## src/rtl/kmeans_pkg.sv

```systemverilog
// Shared types and constants for the k-means frame scheduler and its delta unit.
package kmeans_pkg;
    localparam int X_W         = 11;
    localparam int Y_W         = 10;
    localparam int D_W         = 12;
    localparam int MAX_PLAYERS = 4;

    localparam logic [1:0] ONE_PLAYER    = 2'd0;
    localparam logic [1:0] TWO_PLAYERS   = 2'd1;
    localparam logic [1:0] THREE_PLAYERS = 2'd2;
    localparam logic [1:0] FOUR_PLAYERS  = 2'd3;

    typedef enum logic [2:0] {
        ST_IDLE,
        ST_SEED,
        ST_ARM,
        ST_ACCUM,
        ST_TAB,
        ST_WAIT,
        ST_UPDATE
    } state_t;

    // The sum of the two distances is at most 2047+1023, so 12 bits cannot overflow.
    function automatic logic [D_W-1:0] manhattan(input logic [X_W-1:0] xa, input logic [X_W-1:0] xb,
                                                 input logic [Y_W-1:0] ya, input logic [Y_W-1:0] yb);
        logic [X_W-1:0] dx;
        logic [Y_W-1:0] dy;
        dx = (xa >= xb) ? xa - xb : xb - xa;
        dy = (ya >= yb) ? ya - yb : yb - ya;
        return D_W'(dx) + D_W'(dy);
    endfunction
endpackage

```

## src/rtl/kmeans_centroid_delta.sv

```systemverilog
// Per-player Manhattan move between new and published centroids.
// Flags stability only when every active player moved at most CONV_THRESH.
module kmeans_centroid_delta
    import kmeans_pkg::*;
#(
    parameter int CONV_THRESH = 8
) (
    input  logic [MAX_PLAYERS-1:0][X_W-1:0] new_x,
    input  logic [MAX_PLAYERS-1:0][Y_W-1:0] new_y,
    input  logic [MAX_PLAYERS-1:0][X_W-1:0] old_x,
    input  logic [MAX_PLAYERS-1:0][Y_W-1:0] old_y,
    input  logic [1:0]                      players,
    output logic                            all_stable
);
    logic [MAX_PLAYERS-1:0][D_W-1:0] delta;

    always_comb begin
        delta      = '0;
        all_stable = 1'b1;
        for (int i = 0; i < MAX_PLAYERS; i++) begin
            delta[i] = manhattan(new_x[i], old_x[i], new_y[i], old_y[i]);
            if (i <= int'(players) && delta[i] > D_W'(CONV_THRESH)) begin
                all_stable = 1'b0;
            end
        end
    end
endmodule

```

## src/rtl/kmeans_frame_scheduler.sv

```systemverilog
// Frame-level controller for the k-means player tracker: seeds the datapath,
// gates one frame of pixels into it, collects centroids and tracks convergence.
module kmeans_frame_scheduler
    import kmeans_pkg::*;
#(
    parameter int SEED_CYCLES    = 4,
    parameter int TIMEOUT_CYCLES = 4096,
    parameter int CONV_THRESH    = 8,
    parameter int STABLE_FRAMES  = 3
) (
    input  logic                            clk_in,
    input  logic                            rst_in,
    input  logic                            enable_in,
    input  logic [1:0]                      num_players_in,
    input  logic                            frame_start_in,
    input  logic                            frame_end_in,
    input  logic                            pixel_valid_in,
    output logic                            km_rst_out,
    output logic                            km_valid_out,
    output logic                            km_tabulate_out,
    output logic [1:0]                      km_players_out,
    input  logic [MAX_PLAYERS-1:0][X_W-1:0] km_x_in,
    input  logic [MAX_PLAYERS-1:0][Y_W-1:0] km_y_in,
    input  logic                            km_valid_in,
    output logic [MAX_PLAYERS-1:0][X_W-1:0] pos_x_out,
    output logic [MAX_PLAYERS-1:0][Y_W-1:0] pos_y_out,
    output logic                            pos_valid_out,
    output logic                            locked_out,
    output logic                            timeout_out
);
    localparam int CNT_W  = $clog2(TIMEOUT_CYCLES + 1);
    localparam int STAB_W = $clog2(STABLE_FRAMES + 1);

    state_t                          state, state_next;
    logic [CNT_W-1:0]                cnt;
    logic [STAB_W-1:0]               stable_cnt, stable_next;
    logic                            players_seen;
    logic                            first_after_seed;
    logic                            players_changed;
    logic                            frame_error;
    logic                            all_stable;
    logic [MAX_PLAYERS-1:0][X_W-1:0] cent_x;
    logic [MAX_PLAYERS-1:0][Y_W-1:0] cent_y;

    // Nothing latched since reset is treated as a change so the tracker is always reseeded.
    assign players_changed = !players_seen || (num_players_in != km_players_out);
    assign frame_error     = enable_in && state == ST_ACCUM && frame_start_in && !frame_end_in;

    always_ff @(posedge clk_in or posedge rst_in) begin
        if (rst_in) state <= ST_IDLE;
        else        state <= state_next;
    end

    always_comb begin
        state_next = state;
        if (!enable_in) begin
            state_next = ST_IDLE;
        end else begin
            case (state)
                ST_IDLE:   state_next = ST_SEED;
                ST_SEED:   if (cnt == '0) state_next = ST_ARM;
                ST_ARM:    if (frame_start_in) state_next = players_changed ? ST_SEED : ST_ACCUM;
                ST_ACCUM: begin
                    if (frame_end_in)        state_next = ST_TAB;
                    else if (frame_start_in) state_next = ST_SEED;
                end
                ST_TAB:    state_next = ST_WAIT;
                ST_WAIT: begin
                    if (km_valid_in)     state_next = ST_UPDATE;
                    else if (cnt == '0)  state_next = ST_SEED;
                end
                ST_UPDATE: state_next = ST_ARM;
                default:   state_next = ST_IDLE;
            endcase
        end
    end

    always_comb begin
        km_rst_out      = enable_in && state == ST_SEED;
        km_tabulate_out = enable_in && state == ST_TAB;
        km_valid_out    = enable_in && pixel_valid_in &&
                          (state == ST_ACCUM || (state == ST_ARM && frame_start_in && !players_changed));
        timeout_out     = enable_in && state == ST_WAIT && !km_valid_in && cnt == '0;
    end

    // One down-counter serves both the seed hold and the WAIT timeout.
    always_ff @(posedge clk_in or posedge rst_in) begin
        if (rst_in) begin
            cnt <= '0;
        end else if (state_next != state) begin
            case (state_next)
                ST_SEED: cnt <= CNT_W'(SEED_CYCLES - 1);
                ST_WAIT: cnt <= CNT_W'(TIMEOUT_CYCLES - 1);
                default: cnt <= '0;
            endcase
        end else if (cnt != '0) begin
            cnt <= cnt - 1'b1;
        end
    end

    kmeans_centroid_delta #(.CONV_THRESH(CONV_THRESH)) u_delta (
        .new_x      (cent_x),
        .new_y      (cent_y),
        .old_x      (pos_x_out),
        .old_y      (pos_y_out),
        .players    (km_players_out),
        .all_stable (all_stable)
    );

    always_comb begin
        stable_next = stable_cnt;
        if (first_after_seed || !all_stable)             stable_next = '0;
        else if (stable_cnt != STAB_W'(STABLE_FRAMES))   stable_next = stable_cnt + 1'b1;
    end

    always_ff @(posedge clk_in or posedge rst_in) begin
        if (rst_in) begin
            km_players_out   <= '0;
            players_seen     <= 1'b0;
            first_after_seed <= 1'b1;
            cent_x           <= '0;
            cent_y           <= '0;
            pos_x_out        <= '0;
            pos_y_out        <= '0;
            pos_valid_out    <= 1'b0;
            stable_cnt       <= '0;
            locked_out       <= 1'b0;
        end else begin
            pos_valid_out <= enable_in && state == ST_UPDATE;
            if (enable_in && state == ST_ARM && frame_start_in) begin
                km_players_out <= num_players_in;
                players_seen   <= 1'b1;
            end
            if (enable_in && state == ST_WAIT && km_valid_in) begin
                cent_x <= km_x_in;
                cent_y <= km_y_in;
            end
            if (state == ST_SEED) first_after_seed <= 1'b1;
            if (!enable_in || timeout_out || frame_error) begin
                stable_cnt <= '0;
                locked_out <= 1'b0;
            end else if (state == ST_UPDATE) begin
                first_after_seed <= 1'b0;
                stable_cnt       <= stable_next;
                locked_out       <= stable_next == STAB_W'(STABLE_FRAMES);
                for (int i = 0; i < MAX_PLAYERS; i++) begin
                    pos_x_out[i] <= (i <= int'(km_players_out)) ? cent_x[i] : '0;
                    pos_y_out[i] <= (i <= int'(km_players_out)) ? cent_y[i] : '0;
                end
            end
        end
    end
endmodule

```

## config.mk

```make
export PLATFORM = sky130hd
export DESIGN_NAME = kmeans_frame_scheduler
export DESIGN_NICKNAME = d
export VERILOG_FILES = /design/src/rtl/kmeans_pkg.sv /design/src/rtl/kmeans_centroid_delta.sv /design/src/rtl/kmeans_frame_scheduler.sv
export SDC_FILE = /design/constraint.sdc
export NUM_CORES = 1
export LEC_CHECK = 0
export CAP_MARGIN = 25
export CORE_MARGIN = 4
export CORE_UTILIZATION = 52
export CTS_BUF_LIST = sky130_fd_sc_hd__clkbuf_8 sky130_fd_sc_hd__clkbuf_16
export CTS_CLUSTER_DIAMETER = 150
export DETAILED_ROUTE_END_ITERATION = 12
export PLACE_DENSITY_LB_ADDON = 0.12
export SYNTH_ARGS = -nofsm -noshare
export SYNTH_HDL_FRONTEND = slang
export SYNTH_SLANG_ARGS = --single-unit
```

## constraint.sdc

```tcl
create_clock -name clk_in -period 7.4 [get_ports clk_in]
set_input_delay 2.22 -clock clk_in [delete_from_list [all_inputs] [get_ports clk_in]]
set_output_delay 2.22 -clock clk_in [all_outputs]
set_load 0.01 [all_outputs]
```

==> results_dict.tcl <==
set metrics [dict create \
    post_cts_buffers 0 \
    regArea_um2 4810 \
    synthArstFlopShare_pct 100 \
    rsz0062_at_grt "false" \
    wl_met3_um 1730 \
    switching_share_pct 43.2 \
    p_sw_mw 2.33 \
    final.setup.tns_ps 0 \
    grt_pass1_wl_um 65300 \
    clk_latency_ps 460 \
    cts_max_level 4 \
    postRouteAntennaNets 0 \
    setup_viol_count_final 0 \
    drive_gt1_share_pct 4.04 \
    cts_made_buffers 17 \
    max_stage_delay_ps 580 \
    num-fill-cells 2668 \
    wl_met2_um 18800 \
    synthFlopType "dfrtp_1" \
    crit_arrival_ps 4690 \
    cts_resized 0 \
    vias 13600 \
    required_ps 5180 \
    diodes 0 \
    synth_seq_area_share_pct 30.1 \
    pwr-share-seq_pct 24.6 \
    root_buffer "clkbuf_16" \
    wl_um 39200 \
    routabilityCongestion 0.893 \
    multiInputGateArea_um2 9910 \
    synth_cell_types 70 \
    highest_layer "met5" \
    power.internal_mw 3.07 \
    synthCells 1912 \
    cts_tree "done" \
    ctsHoldBuffers 0 \
    core-area_um2 30000 \
    drc 0 \
    cts_buffer_depth 2 \
    crit_chain "clkdlybuf4s50_1, nand2_1, or4_1, a221oi_1, o221ai_1, nand3_1, nand2b_1, inv_2, clkdlybuf4s50_1" \
    ys_ff_latch 192 \
    min_period_ps 6910 \
    outcome "finished clean" \
    cpLargestDelayFamily "simple AND/OR/NAND/NOR gates" \
    dr.pass1.iters 8 \
    drv_cap 0 \
    hp-class "flip-flop to flip-flop" \
    port_buffers 184 \
    wire_per_inst_um 16.0 \
    die-area_um2 33600 \
    grt_pass1_vias 13400 \
    utilization_pct 62.4 \
    synth_edf_count 0 \
    grt_max_degree 161 \
    ios 185 \
    p_clk_share_pct 16.9 \
    cp-start-kind "primary input" \
    critical_path_class "primary input to primary output" \
    finalHoldViolations 0 \
    core.rowCount 63 \
    power_density_nw_per_um2 289 \
    fmax_mhz 145 \
    peakVddDrop_mv 0.188 \
    slew_viol_final 0 \
    avgSynthCellArea_um2 8.36 \
    place_hpwl_um 29700 \
    syn_area_um2 16000 \
    grt_overflow_total 0 \
    skew_ps 8.99 \
    start_util_pct 53.4 \
    tightest_slew_ps 935 \
    fp.dieH_um 183 \
    comb_power_share_pct 58.5 \
    die_w_um 183 \
    area.growth.synth_to_final_pct 16.9 \
    nets 2358 \
    first_iter_violations 765 \
    power.leakage_nw 8.78 \
    cp_max_fo 4 \
    ys_warn_count 0 \
    layout_setup_ws_ps 489 \
    antenna_found_initial 1 \
    met1_length_um 18200 \
    synth_nets 2226 \
    slew-limit-headroom_pct 37.6 \
    clock_sinks 192 \
    path_buf_inv 3 \
    dp_worst_setup_slack_ps 464 \
    end_kind "primary output" \
    layout_worst_path_cycle_share_pct 93.4 \
    clk_pin_slew_worst_paths_ps 70 \
    grt_util_all_layers_pct 23.3 \
    crit_slowest_cell "or4_1" \
    cp_common_cell "clkdlybuf4s50_1" \
    viasPerCell 5.55 \
]
## synth_stat cells (7+ instances only)
cell,count,share of area [%]
inv_1,244,5.7
ha_1,201,16
dfrtp_1,191,30
nand2_1,151,3.5
o21ai_0,148,4.6
a21oi_1,125,3.9
o21ai_1,104,3.3
nand3_1,85,2.7
nor2_1,73,1.7
clkbuf_1,53,1.2
xnor2_1,53,2.9
a21o_1,48,2.3
mux2i_1,38,2.4
xor2_1,30,1.6
nor3_1,26,0.81
nor2b_1,24,0.94
fa_1,20,2.5
mux2_2,19,1.3
nand2b_1,19,0.74
o21bai_1,18,0.85
a211oi_1,17,0.80
buf_2,15,0.47
nand4_1,15,0.59
o21a_1,13,0.61
buf_1,12,0.28
a31oi_1,10,0.39
a221oi_1,9,0.49
and3_1,9,0.35
and4_1,9,0.49
or3_1,9,0.35
a21boi_0,8,0.38
or4_1,8,0.38
a211o_1,7,0.38
and2_1,7,0.27
nor4_1,7,0.27
## routing by layer
layer / up-vias / track usage (%)
met5: - / 0
met4: 2 / 5.04
met3: 40 / 4.80
met2: 235 / 39.8
met1: 6434 / 30.8
li1: 6870 / -
## logic make-up (layout without fill, tap and decap cells)
group / count (synthesis) / in the layout / synth area share, %
xor gates and xnor gates: 83 / 83 / 4.55
AOI/OAI and AO/OA: 563 / 563 / 21.1
DFF: 192 / 192 / 30.1
muxes: 62 / 62 / 4.07
buffers and inverters: 332 / 477 / 8.05
adders and majority gates: 221 / 221 / 18.2
and+or+nand+nor: 459 / 459 / 13.9
## registers in the layout, indices dropped and copies added (netlist names)
signal and flops:
stable_cnt 2, pos_valid_out 1, first_after_seed 1, cnt 13
pos_y_out 40, state 3, cent_x 44, locked_out 1
km_players_out 2, cent_y 40, players_seen 1, pos_x_out 44
## power by group through the flow
stage,registers [mW],clock network [mW],logic (mW)
detailed placement,1.35,0,3.13
CTS,1.33,0.944,3.16
finish,1.33,0.912,3.16
floorplan,1.33,0,2.43
global placement,1.34,0,3.05
global route,1.35,0.981,3.55
## through the flow
step           power [mW]  cell area, µm²  instances  hold WS [ps]
4_1_cts              5.43           18700       2446           487
3_5_place_dp         4.48           18100       2414           469
5_1_grt              5.89           18700       2447           505
6_report             5.40           18700       2447           483
3_3_place_gp         4.39           18100       2414           458
2_1_floorplan        3.75           16000       1912           439
## cells in the final DEF (no fill, tap or decap), drive strengths merged, types with 5 or more instances in the layout
| master | instances |
|---|---|
| buf | 12 |
| and3 | 9 |
| a31o | 5 |
| nor4 | 7 |
| nor2b | 24 |
| nand3b | 6 |
| a21boi | 10 |
| nor2 | 73 |
| and2 | 8 |
| dfrtp | 191 |
| a2111oi | 6 |
| clkbuf | 19 |
| a221oi | 9 |
| nand4 | 15 |
| mux2 | 24 |
| fa | 20 |
| a31oi | 10 |
| ha | 201 |
| clkdlybuf4s50 | 184 |
| xor2 | 30 |
| a21oi | 127 |
| or3 | 9 |
| nand2 | 151 |
| and4 | 9 |
| nand2b | 19 |
| inv | 255 |
| mux2i | 38 |
| o211ai | 6 |
| o21ai | 252 |
| a211o | 7 |
| o21bai | 18 |
| xnor2 | 53 |
| a211oi | 18 |
| a21o | 48 |
| nor3 | 26 |
| nand3 | 85 |
| or4 | 8 |
| o21a | 13 |
## cell type report
| type | count | share of cell area, % |
|---|---|---|
| multi-input cells | 1388 | 53.0 |
| flip-flops and latches | 192 | 25.7 |
| repair buffers | 196 | 10.6 |
| inverters | 249 | 5.02 |
| well taps | 390 | 2.61 |
| clock buffers | 19 | 2.42 |
| clock inverters | 13 | 0.643 |
## worst paths after layout
check,start,to,slack (ps),depth (start not counted)
max,frame_start_in,km_tabulate_out,490,9
max in group asynchronous,rst_in,pos_y_out[10],4460,3
min reg2reg,players_seen,players_seen,480,1
min,players_seen,players_seen,480,1
max reg2reg,cent_y[20],stable_cnt[1],1480,20
min in group asynchronous,rst_in,cent_x[36],2050,2
(Power assumes the default switching activity.)
